`config.mk`:
```
export PLATFORM = sky130hd
export DESIGN_NAME = ahb_sram_if
export DESIGN_NICKNAME = d
export VERILOG_FILES = /design/src/rtl/ahb_sram_if.sv
export SDC_FILE = /design/constraint.sdc
export NUM_CORES = 1
export LEC_CHECK = 0
export ABC_AREA = 1
export CORE_AREA = 2 2 87 89
export CTS_CLUSTER_SIZE = 25
export DETAILED_ROUTE_END_ITERATION = 7
export DIE_AREA = 0 0 89 91
export PLACE_DENSITY = 0.92
export SYNTH_ARGS = -nofsm -noshare
export SYNTH_HDL_FRONTEND = slang
export SYNTH_SLANG_ARGS = --single-unit
```
`constraint.sdc`:
```
create_clock -name hclk -period 1.65 [get_ports hclk]
set_input_delay 0.4125 -clock hclk [delete_from_list [all_inputs] [get_ports hclk]]
set_output_delay 0.4125 -clock hclk [all_outputs]
set_load 0.02 [all_outputs]
```
`src/rtl/ahb_sram_if.sv`:
```
`default_nettype none
// ============================================================================
// Module   : ahb_sram_if
// Brief    : AHB-Lite slave front end for the two-bank, eight-byte-lane SRAM
//            core. Optional macro AHB_SRAM_ERR_RESP_EN adds the two-cycle
//            ERROR response for illegal size/alignment combinations.
// Revision : 1.0 - initial release
// ============================================================================
module ahb_sram_if (
   input  logic        hclk,
   input  logic        hreset,
   input  logic        hsel,
   input  logic [31:0] haddr,
   input  logic [1:0]  htrans,
   input  logic        hwrite,
   input  logic [2:0]  hsize,
   input  logic [31:0] hwdata,
   input  logic        hready,
   output logic        hready_out,
   output logic [1:0]  hresp,
   output logic [31:0] hrdata,
   input  logic [7:0]  sram_q0,
   input  logic [7:0]  sram_q1,
   input  logic [7:0]  sram_q2,
   input  logic [7:0]  sram_q3,
   input  logic [7:0]  sram_q4,
   input  logic [7:0]  sram_q5,
   input  logic [7:0]  sram_q6,
   input  logic [7:0]  sram_q7,
   output logic        sram_wen,
   output logic [12:0] sram_addr,
   output logic [31:0] sram_wdata,
   output logic        bank_sel,
   output logic [3:0]  bank0_csn,
   output logic [3:0]  bank1_csn
);

   localparam logic [3:0] c_CSN_NONE   = 4'b1111;
   localparam logic [3:0] c_CSN_ALL    = 4'b0000;
   localparam logic [1:0] c_RESP_OKAY  = 2'b00;
`ifdef AHB_SRAM_ERR_RESP_EN
   localparam logic [1:0] c_RESP_ERROR = 2'b01;
`endif

   typedef enum logic [2:0] {
      S_IDLE = 3'd0,
      S_WR   = 3'd1,
      S_RD1  = 3'd2,
      S_RD2  = 3'd3
`ifdef AHB_SRAM_ERR_RESP_EN
      ,
      S_ERR1 = 3'd4,
      S_ERR2 = 3'd5
`endif
   } state_t;

   state_t      r_state;
   logic [15:2] r_addr;

   logic        w_valid;
   logic        w_accept;
   logic        w_illegal;
   logic [3:0]  w_lane_mask;
   logic        w_unused_bits;

   assign w_valid   = hsel & hready & htrans[1];
   assign w_accept  = w_valid & ((r_state == S_IDLE) | (r_state == S_WR) | (r_state == S_RD2));
   assign w_illegal = (hsize > 3'd2)
                    | ((hsize == 3'd1) & haddr[0])
                    | ((hsize == 3'd2) & (haddr[1:0] != 2'b00));

   // Only the low 64 KiB is decoded; SEQ and NONSEQ are treated alike.
   assign w_unused_bits = &{1'b0, haddr[31:16], htrans[0]};

   // Active-low byte lanes touched by a legal write, from the address-phase controls.
   always_comb begin
      w_lane_mask = c_CSN_ALL;
      case (hsize[1:0])
         2'd0:    w_lane_mask = ~(4'b0001 << haddr[1:0]);
         2'd1:    w_lane_mask = haddr[1] ? 4'b0011 : 4'b1100;
         default: w_lane_mask = c_CSN_ALL;
      endcase
   end

   always_ff @(posedge hclk or posedge hreset) begin
      if (hreset) begin
         r_state    <= S_IDLE;
         r_addr     <= '0;
         hready_out <= 1'b1;
         hresp      <= c_RESP_OKAY;
         sram_wen   <= 1'b1;
         bank0_csn  <= c_CSN_NONE;
         bank1_csn  <= c_CSN_NONE;
      end else begin
         if (w_accept) begin
            r_addr <= haddr[15:2];
         end
         case (r_state)
            S_RD1: begin
               r_state    <= S_RD2;
               hready_out <= 1'b1;
               hresp      <= c_RESP_OKAY;
               sram_wen   <= 1'b1;
               bank0_csn  <= c_CSN_NONE;
               bank1_csn  <= c_CSN_NONE;
            end
`ifdef AHB_SRAM_ERR_RESP_EN
            S_ERR1: begin
               r_state    <= S_ERR2;
               hready_out <= 1'b1;
               hresp      <= c_RESP_ERROR;
               sram_wen   <= 1'b1;
               bank0_csn  <= c_CSN_NONE;
               bank1_csn  <= c_CSN_NONE;
            end
            S_ERR2: begin
               r_state    <= S_IDLE;
               hready_out <= 1'b1;
               hresp      <= c_RESP_OKAY;
               sram_wen   <= 1'b1;
               bank0_csn  <= c_CSN_NONE;
               bank1_csn  <= c_CSN_NONE;
            end
`endif
            default: begin
               // IDLE, WR and RD2 all accept a new address phase.
               r_state    <= S_IDLE;
               hready_out <= 1'b1;
               hresp      <= c_RESP_OKAY;
               sram_wen   <= 1'b1;
               bank0_csn  <= c_CSN_NONE;
               bank1_csn  <= c_CSN_NONE;
               if (w_valid && !w_illegal) begin
                  if (hwrite) begin
                     r_state  <= S_WR;
                     sram_wen <= 1'b0;
                     if (haddr[15]) begin
                        bank1_csn <= w_lane_mask;
                     end else begin
                        bank0_csn <= w_lane_mask;
                     end
                  end else begin
                     r_state    <= S_RD1;
                     hready_out <= 1'b0;
                     if (haddr[15]) begin
                        bank1_csn <= c_CSN_ALL;
                     end else begin
                        bank0_csn <= c_CSN_ALL;
                     end
                  end
               end
`ifdef AHB_SRAM_ERR_RESP_EN
               else if (w_valid) begin
                  r_state    <= S_ERR1;
                  hready_out <= 1'b0;
                  hresp      <= c_RESP_ERROR;
               end
`endif
            end
         endcase
      end
   end

   assign sram_addr  = r_addr[14:2];
   assign bank_sel   = ~r_addr[15];
   assign sram_wdata = (r_state == S_WR) ? hwdata : '0;

   // SRAM read data is only meaningful in the cycle after the RD1 access.
   assign hrdata = (r_state != S_RD2) ? '0 :
                   bank_sel ? {sram_q3, sram_q2, sram_q1, sram_q0}
                            : {sram_q7, sram_q6, sram_q5, sram_q4};

endmodule
`default_nettype wire

```
==> results of run 1 <==
-- worst max-delay path, stage by stage, from the launching register on --
cell and delay, ps:
dfrtp_2 430, buf_6 160, buf_12 140, nand2_2 70
a21oi_2 180, buf_6 140
-- cell families (layout without fill, tap and decap cells) --
kind of cell / Yosys count / after routing / share of synthesized area [%]
AO/OA/AOI/OAI: 48 / 48 / 14.8
buffers and inverters: 87 / 298 / 21.5
flip-flops: 26 / 26 / 33.5
other: 1 / 2 / 0.189
AND/OR/NAND/NOR: 145 / 145 / 30.0
-- stage by stage --
step | util (%) | instance area [um2] | hold WS (ps) | worst slack, ps
2_1_floorplan | - | 1980 | 445 | 90.0
3_3_place_gp | 58.4 | 4170 | 465 | -526
3_5_place_dp | 58.4 | 4170 | 468 | -523
4_1_cts | 63.8 | 4560 | 490 | -149
5_1_grt | 69.9 | 4990 | 514 | -206
6_report | 69.9 | 4990 | 480 | -153
-- worst paths after layout --
check	end	start
hold reg to reg	r_addr[14]$_DFFE_PP0P_	r_addr[14]$_DFFE_PP0P_
setup / recovery	hrdata[5]	r_addr[15]$_DFFE_PP0P_
min in group asynchronous	r_addr[10]$_DFFE_PP0P_	hreset
max in group asynchronous	bank1_csn[2]$_DFF_PP1_	hreset
hold / removal	r_addr[14]$_DFFE_PP0P_	r_addr[14]$_DFFE_PP0P_
setup reg to reg	r_addr[9]$_DFFE_PP0P_	r_state[1]$_DFF_PP0_
-- routing by layer --
metal	wire [um]	global-route usage (%)	vias up
met5	0	0	-
met4	446	9.33	0
met3	755	4.36	40
met2	5560	40.3	158
met1	3570	19.8	1304
li1	-	-	1334
-- state kept, by name (all words and copies together) (netlist names) --
register and count:
r_addr 14, r_state 2, bank1_csn 4, hready_out 1
sram_wen 1, bank0_csn 4
-- synthesized netlist by cell type --
cell type	instances	area (um2)
nand3_4	1	17.5
dfrtp_1	16	400
nand2_4	1	11.3
nand3_1	3	15.0
nand4_1	10	62.6
buf_4	19	143
nor2_1	38	143
inv_2	2	7.51
o21ai_0	2	10.0
buf_6	2	22.5
a21oi_1	32	160
conb_1	1	3.75
buf_2	11	55.1
o21ai_2	14	123
dfstp_2	10	263
nand2_1	92	345
inv_1	53	199
-- where the power goes --
group          leakage, uW  total, uW  switching, uW  internal, uW
logic              0.00199       2970           1530          1440
registers         0.000305        822           67.3           755
clock network    0.0000231        349            183           166
-- final cells by class --
class | count | area [um2]
clock inverter | 1 | 3.75
sequential | 26 | 664
multi-input combinational | 195 | 1380
timing repair buffer | 239 | 2560
inverter | 55 | 211
clock buffer | 3 | 41.3
fill | 507 | 2150
tap | 99 | 124
-- what timing repair did --
| action | in CTS | in global routing |
|---|---|---|
| setup buffers | 5 | 2 |
| cloned | 5 | 3 |
| endpoints found under the setup margin | 84 | 69 |
| pin swaps | 3 | 26 |
| gates resized for setup | 449 | 103 |
==> metrics, run 1 <==
GRT Util Overall=20.7%; number of global-route vias before repair=2924; Detailed Routing Iterations Pass 1=4; final setup TNS=-3530 ps; Final Power=4140 uW; Routed Antenna Nets=0; clk sink count=26; Mapped Cells=307; commonest non-fill, non-tap cells in the layout=clkdlybuf4s50_1, nand2_1, buf_6; maximum capacitance violations=0; YS warnings=0; Syn Area/Cell=6.45 um2; cts bufs inserted=3; Ports=228; WP data required=1240 ps; Fin. Hold Viols=0; r2r worst-path depth=8; initial antenna violation count=0; Synth cell types=17; 1st-iter DRT viols=58; die area=8100 um2; fmax=0.555 GHz; GRT overflow=0; Inst Count DP=599; worst hold path type=reg2reg; Final Non-Filler Cells=618; Initial Utilization=27.8%; # hold bufs at CTS=0; sequential fraction of the synthesis area=33.5%; residual DRC count=0; Core Area=7140 um2; clock skew=0.837 ps; hpwl dp=6.33 mm; clock latency on the worst-skew pair=260 ps; Die Ht=91 um; commonest non-fill, non-tap cell in the layout=clkdlybuf4s50_1; global-route wire length before repair=13.3 mm; Power Density=830 nW/um2; Max IR drop VDD=0.520 mV; critical path class=reg2out; antenna cells=0; Arr. time, crit path=1390 ps; total wire length=10.3 mm; Slew Limit Fails=0; Via density=4.59; CP Launch Type=flip-flop; Tmin final=1800 ps; Crit Path Max Fanout=12; Area growth syn-to-layout=152%; Root Driver=clkbuf_8; fin nets=658; unrepaired setup endpoints after global routing=true; WL/cell=16.7 um; clock buffer depth=2; synthesized area=1980 um2; H-Tree Depth=1; share of cells above drive strength 1=43.5%; num rows=31; worst setup margin=-153 ps; I/O Buffers=208; DR vias=2836; outcome=complete, but fails checks; period utilization=109%; Clock transition at path regs=80 ps; CTS tree=built; reg-to-reg slack, setup=270 ps; Worst setup EP type=primary output; largest net degree at the start of global routing=29; DIE WIDTH=89 um; Finish-stage setup viols=52; failing checks=negative setup slack; Cells on Worst Hold Path=2; Synth Register Bits=26; GPL Wtd Cong=0.730; static leakage=0.00232 uW
(Power assumes the default switching activity.)
==> run 2, diff against run 1 <==
--- a/config.mk
+++ b/config.mk
@@ -7,6 +7,7 @@
 export LEC_CHECK = 0
 export ABC_AREA = 1
 export CORE_AREA = 2 2 87 89
+export CTS_CLUSTER_DIAMETER = 80
 export CTS_CLUSTER_SIZE = 25
 export DETAILED_ROUTE_END_ITERATION = 7
 export DIE_AREA = 0 0 89 91
==> results of run 2 <==
Final layout, timing and power as in run 1 (identical DEF).
==> run 3, diff against run 2 <==
--- a/config.mk
+++ b/config.mk
@@ -6,12 +6,13 @@
 export NUM_CORES = 1
 export LEC_CHECK = 0
 export ABC_AREA = 1
-export CORE_AREA = 2 2 87 89
+export CORE_MARGIN = 2
+export CORE_UTILIZATION = 28
 export CTS_CLUSTER_DIAMETER = 80
 export CTS_CLUSTER_SIZE = 25
 export DETAILED_ROUTE_END_ITERATION = 7
-export DIE_AREA = 0 0 89 91
-export PLACE_DENSITY = 0.92
+export PLACE_DENSITY = 0.93
 export SYNTH_ARGS = -nofsm -noshare
 export SYNTH_HDL_FRONTEND = slang
 export SYNTH_SLANG_ARGS = --single-unit
+export TNS_END_PERCENT = 20
==> constraint.sdc (replaced) <==
create_clock -name hclk -period 1.84 [get_ports hclk]
set_input_delay 0.46 -clock hclk [delete_from_list [all_inputs] [get_ports hclk]]
set_output_delay 0.46 -clock hclk [all_outputs]
set_load 0.02 [all_outputs]
==> metrics, run 3 (synthesis results as in run 1) <==
failing checks=negative setup slack; Clock transition at path regs=90 ps (about the same); Power Density=759 nW/um2 (-8.5%); critical path class=reg2out; Switching Power=1270 uW (-28%); static leakage=0.00208 uW (-10%); Comb pwr share=62.5% (-9.2 points); antenna cells=0 (unchanged); H-Tree Depth=1 (unchanged); period utilization=101%; cts bufs inserted=3 (unchanged); WP data required=1380 ps (+140 ps); Fin. Hold Viols=0 (unchanged); 1st-iter DRT viols=60 (+3.4%); share of cells above drive strength 1=28.0% (-16 points); commonest non-fill, non-tap cells in the layout=clkdlybuf4s50_1, nand2_1, inv_1; I/O Buffers=208 (unchanged); CP most frequent cell=buf_6; unrepaired setup endpoints after global routing=true; DIE WIDTH=88.1 um (-1.0%); Top Registers=r_addr (14), bank0_csn (4), bank1_csn (4); GPL Wtd Cong=0.755 (+3.4%); Detailed Routing Iterations Pass 1=4 (unchanged); fmax=0.537 GHz; Area growth syn-to-layout=113%; die area=7760 um2 (-4.2%); Worst setup EP type=primary output; crit path capture=hrdata[27]; clock skew=6.80 ps (+5.96 ps); CTS tree=built; Ports=228 (unchanged); Slew Limit Fails=0 (unchanged); reg2reg start=r_state[0]$_DFF_PP0_; final hold slack=488 ps (+7.57 ps); num rows=30 (-3.2%); outcome=complete, but fails checks; reg-to-reg slack, setup=470 ps (+200 ps); commonest non-fill, non-tap cell in the layout=clkdlybuf4s50_1; WL/cell=13.5 um (-19%); Clk network pwr share=14.5% (+6.1 points); max incr delay on CP=380 ps (-50 ps); Initial Utilization=29.0% (+1.2 points); Tmin final=1860 ps; Core Area=6830 um2 (-4.3%); r2r endpoint=r_addr[15]$_DFFE_PP0P_; Net Sw Frac=39.8% (-3.2 points); clk sink count=26 (unchanged); Routed Antenna Nets=0 (unchanged); Top reg by flops=r_addr; Final Non-Filler Cells=603 (-2.4%); residual DRC count=0 (unchanged); GRT Util Overall=18.9% (-1.8 points); maximum capacitance violations=0 (unchanged); Inst Count DP=595 (-0.67%); Arr. time, crit path=1400 ps (about the same); slowest CP cell=dfrtp_1; r2r worst-path depth=7 (-1); CP Launch Type=flip-flop; clock latency on the worst-skew pair=270 ps (about the same); hpwl dp=6.18 mm (-2.3%); min-delay src=r_addr[6]$_DFFE_PP0P_; Via density=4.35 (-5.1%); Cells on Worst Hold Path=2 (unchanged); Crit Path Max Fanout=6 (-6); worst hold path type=reg2reg; initial antenna violation count=0 (unchanged); GRT overflow=0 (unchanged); largest net degree at the start of global routing=33 (+14%); Die Ht=88.1 um (-3.2%); CP Cell Sequence=buf_12 > buf_6 > buf_6 > nand2_1 > a21oi_2 > buf_4; fin nets=646 (-1.8%); number of global-route vias before repair=2550 (-13%); global-route wire length before repair=11.7 mm (-12%); Max IR drop VDD=0.634 mV (+22%); worst setup margin=-22.1 ps (+131 ps); total wire length=8.15 mm (-21%); Root Driver=clkbuf_8; sequential share of power=23.0% (+3.1 points); Setup crit start=r_addr[15]$_DFFE_PP0P_; Finish-stage setup viols=3 (-94%); max reg flops=14 (unchanged); Cell Int Power=1920 uW (-18%); # hold bufs at CTS=0 (unchanged); DR vias=2625 (-7.4%); clock buffer depth=2 (unchanged)
==> run 3: cell count changes in the layout (fill, tap and decap cells not counted), moves of 4 or more <==
cell / before / now
buf_2: 1 / 23
buf_4: 26 / 44
dlymetal6s2s_1: 4 / 0
clkdlybuf4s50_1: 120 / 133
a21oi_1: 1 / 12
nand2_4: 12 / 3
a21oi_2: 30 / 19
nand2_1: 58 / 87
nor2_2: 6 / 0
dlygate4sd2_1: 19 / 10
nand2_2: 22 / 3
nor2_1: 6 / 38
buf_6: 55 / 8
nor2_4: 26 / 0
==> run 3: cell type report <==
type,instances,area [um2]
Sequential cell,26,663
Multi-Input combinational cell,195,1000
Inverter,55,219
Fill cell,579,2620
Clock buffer,3,41.3
Tap cell,96,120
Clock inverter,1,30.0
Timing Repair Buffer,227,2140
==> run 3: how the worst min path moves through the flow <==
stage | slack (ps) | endpoint
floorplan | 460 | r_addr[10]$_DFFE_PP0P_
global placement | 460 | r_addr[6]$_DFFE_PP0P_
detailed placement | 470 | r_addr[6]$_DFFE_PP0P_
CTS | 490 | r_addr[6]$_DFFE_PP0P_
global route | 510 | r_addr[14]$_DFFE_PP0P_
finish | 490 | r_addr[6]$_DFFE_PP0P_
==> run 3: worst max-delay path, delay by kind of cell, from the launching register on <==
family | cells | cell delay, ps
AND/OR/NAND/NOR | 1 | 80
flip-flops | 1 | 380
AO/OA/AOI/OAI | 1 | 150
buffers and inverters | 4 | 520
==> run 3: power by group through the flow <==
| stage | Sequential, uW | Clock, uW | Combinational (uW) |
|---|---|---|---|
| final | 735 | 464 | 2000 |
| after detailed placement | 743 | 0 | 1840 |
| after CTS | 735 | 471 | 1940 |
| after floorplan | 736 | 0 | 995 |
| after global routing | 745 | 497 | 2140 |
| after global placement | 738 | 0 | 1790 |
==> run 3: through the flow <==
| step | instance area, um2 | utilization (%) | setup slack, ps | setup TNS (ps) | power, uW |
|---|---|---|---|---|---|
| after floorplan | 1980 | - | 232 | 0 | 1730 |
| after global placement | 4130 | 60.4 | -434 | -19340 | 2520 |
| after detailed placement | 4130 | 60.4 | -429 | -20620 | 2580 |
| after CTS | 4150 | 60.7 | -18.1 | -227 | 3140 |
| after global routing | 4210 | 61.7 | -102 | -1570 | 3380 |
| final | 4210 | 61.7 | -22.1 | -57.8 | 3200 |
==> run 3: layer usage <==
metal,GRT usage [%],wire length (um),part of all wire (%)
met1,20.7,3010,37
met2,37.1,4440,54
met3,3.02,572,7.0
met4,5.37,129,1.6
met5,0,0,0
==> run 3: what timing repair did <==
action	CTS	global route
cloned	2	1
setup buffers	1	0
pin swaps	1	3
setup endpoints to repair	75	51
gates resized for setup	295	61
